[src/rtl/clock_12hr_core_if.sv]
// Control/load inputs and registered time-of-day outputs of clock_12hr_core.
// master = the block driving en/load, slave = the time core.
interface clock_12hr_core_if;
    logic       en;
    logic       load;
    logic [3:0] ld_hr;
    logic [5:0] ld_min;
    logic       ld_pm;
    logic [5:0] sec;
    logic [5:0] min;
    logic [3:0] hr;
    logic       pm;
    logic       sec_tick;
    logic       ld_err;

    modport master (
        output en, load, ld_hr, ld_min, ld_pm,
        input  sec, min, hr, pm, sec_tick, ld_err
    );

    modport slave (
        input  en, load, ld_hr, ld_min, ld_pm,
        output sec, min, hr, pm, sec_tick, ld_err
    );
endinterface

[src/rtl/clock_12hr_core.sv]
// 12-hour hh:mm:ss clock with AM/PM: one-second prescaler, mod-60 sec/min
// cascade and 1..12 hour wrap, all updated in a single edge.
module clock_12hr_core #(
    parameter int TICK_DIV = 100
) (
    input  logic              clk,
    input  logic              rst,
    clock_12hr_core_if.slave  bus
);
    localparam int PW = $clog2(TICK_DIV);

    logic [PW-1:0] psc;
    logic          ld_ok;
    logic          wrap;
    logic [5:0]    sec_n;
    logic [5:0]    min_n;
    logic [3:0]    hr_n;
    logic          pm_n;

    always_comb begin
        ld_ok = (bus.ld_hr >= 4'd1) && (bus.ld_hr <= 4'd12) && (bus.ld_min <= 6'd59);
        wrap  = (psc == PW'(TICK_DIV - 1));
        sec_n = bus.sec + 6'd1;
        min_n = bus.min;
        hr_n  = bus.hr;
        pm_n  = bus.pm;
        // full 11:59:59 PM -> 12:00:00 AM cascade resolves combinationally
        if (bus.sec == 6'd59) begin
            sec_n = 6'd0;
            min_n = bus.min + 6'd1;
            if (bus.min == 6'd59) begin
                min_n = 6'd0;
                hr_n  = (bus.hr == 4'd12) ? 4'd1 : bus.hr + 4'd1;
                if (bus.hr == 4'd11) pm_n = ~bus.pm;
            end
        end
    end

    always_ff @(posedge clk or negedge rst) begin
        if (!rst) begin
            psc          <= '0;
            bus.sec      <= 6'd0;
            bus.min      <= 6'd0;
            bus.hr       <= 4'd12;
            bus.pm       <= 1'b0;
            bus.sec_tick <= 1'b0;
            bus.ld_err   <= 1'b0;
        end else begin
            bus.sec_tick <= 1'b0;
            bus.ld_err   <= 1'b0;
            if (bus.load && ld_ok) begin
                // load wins over a coincident tick, which is dropped
                psc     <= '0;
                bus.sec <= 6'd0;
                bus.min <= bus.ld_min;
                bus.hr  <= bus.ld_hr;
                bus.pm  <= bus.ld_pm;
            end else begin
                // rejected load leaves the prescaler phase running
                if (bus.load) bus.ld_err <= 1'b1;
                if (bus.en) begin
                    if (wrap) begin
                        psc          <= '0;
                        bus.sec      <= sec_n;
                        bus.min      <= min_n;
                        bus.hr       <= hr_n;
                        bus.pm       <= pm_n;
                        bus.sec_tick <= 1'b1;
                    end else begin
                        psc <= psc + PW'(1);
                    end
                end
            end
        end
    end
endmodule

[src/flat_wrapper.sv]
// flat-port wrapper written by rule: the top's interface ports become plain ports
module clock_12hr_core_flat 
#(
    parameter int TICK_DIV = 100
)
  (clk, rst, bus_en, bus_load, bus_ld_hr, bus_ld_min, bus_ld_pm, bus_sec, bus_min, bus_hr, bus_pm, bus_sec_tick, bus_ld_err);
  clock_12hr_core_if bus_i ();
  input  logic clk;
  input  logic rst;
  input wire logic [$bits(bus_i.en)-1:0] bus_en;
  input wire logic [$bits(bus_i.load)-1:0] bus_load;
  input wire logic [$bits(bus_i.ld_hr)-1:0] bus_ld_hr;
  input wire logic [$bits(bus_i.ld_min)-1:0] bus_ld_min;
  input wire logic [$bits(bus_i.ld_pm)-1:0] bus_ld_pm;
  output wire logic [$bits(bus_i.sec)-1:0] bus_sec;
  output wire logic [$bits(bus_i.min)-1:0] bus_min;
  output wire logic [$bits(bus_i.hr)-1:0] bus_hr;
  output wire logic [$bits(bus_i.pm)-1:0] bus_pm;
  output wire logic [$bits(bus_i.sec_tick)-1:0] bus_sec_tick;
  output wire logic [$bits(bus_i.ld_err)-1:0] bus_ld_err;
  assign bus_i.en = bus_en;
  assign bus_i.load = bus_load;
  assign bus_i.ld_hr = bus_ld_hr;
  assign bus_i.ld_min = bus_ld_min;
  assign bus_i.ld_pm = bus_ld_pm;
  assign bus_sec = bus_i.sec;
  assign bus_min = bus_i.min;
  assign bus_hr = bus_i.hr;
  assign bus_pm = bus_i.pm;
  assign bus_sec_tick = bus_i.sec_tick;
  assign bus_ld_err = bus_i.ld_err;
  clock_12hr_core #(.TICK_DIV(TICK_DIV)) u_core (.clk(clk), .rst(rst), .bus(bus_i));
endmodule
[config.mk]
export PLATFORM = sky130hd
export DESIGN_NAME = clock_12hr_core_flat
export DESIGN_NICKNAME = d
export VERILOG_FILES = /design/src/rtl/clock_12hr_core_if.sv /design/src/rtl/clock_12hr_core.sv /design/src/flat_wrapper.sv
export SDC_FILE = /design/constraint.sdc
export NUM_CORES = 1
export LEC_CHECK = 0
export ABC_AREA = 0
export CORE_AREA = 2 2 47 82
export DETAILED_ROUTE_END_ITERATION = 10
export DIE_AREA = 0 0 49 84
export PLACE_DENSITY = 0.74
export SYNTH_ARGS = -nofsm -noshare
export SYNTH_HDL_FRONTEND = slang
export SYNTH_SLANG_ARGS = --single-unit
[constraint.sdc]
create_clock -name clk -period 1.8 [get_ports clk]
set_clock_uncertainty 0.2 [all_clocks]
set_input_delay 0.36 -clock clk [delete_from_list [all_inputs] [get_ports clk]]
set_output_delay 0.36 -clock clk [all_outputs]
set_load 0.01 [all_outputs]
==> flow_summary_export.csv <==
group,metric,value,unit
critical_path,path_cells,"nor4b_4, buf_4, nand4_4, or4b_4, a31oi_2",
die,num_rows,29,
die,die_area,0.00412,mm2
global_route,grt_overflow_total,0,
global_route,grt_pass1_wl,8.30,mm
logic_synthesis,syn-instance-count,167,
critical_path,crit_required,1.79,ns
timing,layout_setup_ws,-0.141,ns
logic_synthesis,synth_area_leaders,"dfrtp_1 (39%), nor2_1 (5.7%), nand2_1 (4.2%)",
cells_and_area,fillers,262,
cts,numCtsBuffers,3,
cells_and_area,syn_to_final_growth,66.1,%
cells_and_area,antenna_cells,0,
die,dieWidth,49,um
logic_synthesis,ys_types,42,
timing,worst_slew_pin_slew,0.352,ns
logic_synthesis,yosys_warnings,0,
logic_synthesis,synth-edff-count,0,
power,p_seq_frac,0.479,
timing,period_needed,1.94,ns
detailed_routing,vias,1686,
die,start_util,0.433,
detailed_routing,drt_iter0_markers,36,
logic_synthesis,post_synth.cell_area_avg,9.12,um2
detailed_routing,final_antenna_net_count,0,
detailed_routing,drc,0,
critical_path,cp_max_fo,3,
cts,root_buffer,"clkbuf_8",
power,power_density,560,mW/mm2
logic_synthesis,yosysSeqAreaShare,0.429,
placed_design,gp_congestion,0.880,
flow_run,drv_cap,0,
status,outcome,"complete, but fails checks",
detailed_routing,viasPerCell,5.70,
hold_path,hold_depth,4,
logic_synthesis,synth-main-ff-cell,"dfrtp_1",
timing,setup_viol,10,
global_route,grt_util_met1,0.271,
power,p_int,996,uW
power,p_sw,421,uW
logic_synthesis,synth.most_common_cell,"dfrtp_1",
power,p_clk_frac,0.233,
global_route,top_usage_layer,"met2",
cells_and_area,nets,272,
global_route,antenna_found_initial,0,
critical_path,end_kind,"flop",
logic_synthesis,async_flop_share,1.00,
power,p_leak,1.17,nW
cells_and_area,drive_above_1_share,0.424,
placed_design,portBuffers,33,
cells_and_area,final_area,0.00253,mm2
detailed_routing,first_pass_iters,4,
logic_synthesis,syn-cell-area,0.00152,mm2
cells_and_area,multiInputGateArea,0.00100,mm2
global_route,globalRouteTotalUtil,0.258,
power,switching_share,0.297,
cts,htreeDepth,1,
timing,fin_crit_sh,1.08,
timing,hold_viol_final,0,
critical_path,reg2regPathDepth,5,
logic_synthesis,synth_area_leader_cell,"dfrtp_1",
hold_path,hp-class,"in -> reg",
critical_path,crit_path_top_delay_cell,"or4b_4",
cts,cts_sinks,26,
placed_design,dpl_cell_area,0.00221,mm2
timing,max_freq,0.515,GHz
die,pin_count,34,
global_route,first_global_vias,1785,
power,vdd_drop_max,0.000563,V
global_route,use_met2,0.499,
global_route,grt_use_met3,0.0269,
detailed_routing,wl_per_cell,17.6,um
logic_synthesis,synth_common_cells,"dfrtp_1 (24), nor2_1 (23), nand2_1 (17)",
cts,clk_latency,0.27,ns
status,violations,"setup timing",
cts,max-clock-path-buffers,2,
cts,clk_pin_slew,0.09,ns
global_route,grt_max_degree,27,
logic_synthesis,ys_ff_latch,26,
cells_and_area,fin_cells,296,
power,comb_power_share,0.288,
critical_path,crit_arrival,1.93,ns
logic_synthesis,syn-num-nets,187,
cells_and_area,regArea,656,um2
timing,relSlewSlack,0.766,
cts,cts_tree,"done",
placed_design,dp_cells,279,
placed_design,hpwl,3.50,mm
die,die_y,84,um
logic_synthesis,yosysTopAreaCellShare,0.394,
timing,slew_violations,0,
critical_path,cpPeakStageDelay,0.49,ns
placed_design,dp_slack,-0.588,ns
die,core-area,0.00352,mm2
timing,rsz0062_at_grt,"true",
critical_path,critPathLaunchType,"flop",
critical_path,path_class,"reg -> reg",
detailed_routing,wl,5.20,mm
path summary, 6_finish.rpt:
path,slack [ns],from,endpoint
hold reg to reg,0.36,u_core.bus.hr[2]$_DFFE_PN1P_,u_core.bus.hr[2]$_DFFE_PN1P_
setup reg to reg,-0.14,u_core.psc[3]$_DFFE_PN0P_,u_core.bus.min[4]$_DFFE_PN0P_
min in group asynchronous,0.26,rst,u_core.bus.min[0]$_DFFE_PN0P_
max in group asynchronous,0.83,rst,u_core.bus.hr[2]$_DFFE_PN1P_
setup / recovery,-0.14,u_core.psc[3]$_DFFE_PN0P_,u_core.bus.min[4]$_DFFE_PN0P_
hold / removal,0.23,bus_ld_hr[1],u_core.bus.hr[1]$_DFFE_PN0P_
cell type report:
class	count	share of cell area
inverter	3	0.00445
clock buffer	3	0.0163
multi-input combinational	132	0.397
sequential	26	0.259
tap	46	0.0227
timing repair buffer	86	0.301
what timing repair did:
item / CTS / global route
setup endpoints to repair: 41 / 22
pin swaps: 12 / 14
hold endpoints to repair: 0 / 0
gates cloned: 0 / 0
gates resized for setup: 43 / 32
hold buffers: 0 / 0
buffers inserted: 12 / 3
cells by family after synthesis:
logic type      count (synthesis)  synth area share
buf+inv                         9            0.0362
flops                          26             0.429
compound gates                 35             0.135
xor+xnor                        3            0.0173
simple gates                   83             0.302
mux                             6            0.0403
fa+ha+maj                       5            0.0411
metrics by stage:
| step | utilization | hold WS, ns | setup TNS, ns | power, mW |
|---|---|---|---|---|
| after global placement | 0.629 | 0.335 | -9.95 | 1.04 |
| after global routing | 0.719 | 0.232 | -1.57 | 1.50 |
| after CTS | 0.678 | 0.220 | -0.840 | 1.40 |
| final | 0.719 | 0.227 | -0.580 | 1.42 |
| after detailed placement | 0.629 | 0.345 | -12.32 | 1.06 |
| after floorplan | - | -0.136 | -0.699 | 0.845 |
critical path: cells and delay by family (launching register included):
kind / cells / cell delay [ns]
compound gates: 1 / 0.17
buf+inv: 1 / 0.17
flops: 1 / 0.43
simple gates: 3 / 0.89
cell usage in the layout (no fill, tap or decap), types with 6 or more instances in the layout:
| cell type | synthesis | final |
|---|---|---|
| nand3_1 | 8 | 6 |
| a21oi_2 | 0 | 7 |
| clkdlybuf4s50_1 | 0 | 17 |
| nor2_1 | 23 | 19 |
| nand2_1 | 17 | 14 |
| o21ai_1 | 1 | 6 |
| buf_6 | 2 | 8 |
| buf_4 | 1 | 43 |
| dfrtp_1 | 24 | 22 |
| dlygate4sd2_1 | 0 | 12 |
registers in the layout, indices dropped and copies added, names as in the netlist:
| register | cells |
|---|---|
| u_core.bus.hr | 4 |
| u_core.bus.ld_err | 1 |
| u_core.bus.min | 6 |
| u_core.bus.pm | 1 |
| u_core.bus.sec | 6 |
| u_core.bus.sec_tick | 1 |
| u_core.psc | 7 |
power by group through the flow:
| stage | combinational (mW) | sequential, mW | clock, mW |
|---|---|---|---|
| finish | 0.408 | 0.678 | 0.330 |
| global route | 0.441 | 0.684 | 0.371 |
| CTS | 0.390 | 0.677 | 0.334 |
| detailed placement | 0.361 | 0.696 | 0 |
| global placement | 0.346 | 0.689 | 0 |
| floorplan | 0.138 | 0.707 | 0 |
routing by layer:
metal | vias to the layer above | part of all wire
li1 | 774 | -
met1 | 844 | 0.34
met2 | 54 | 0.60
met3 | 14 | 0.032
met4 | 0 | 0.028
met5 | - | 0
Note: power is estimated with default switching activity, not from simulation.
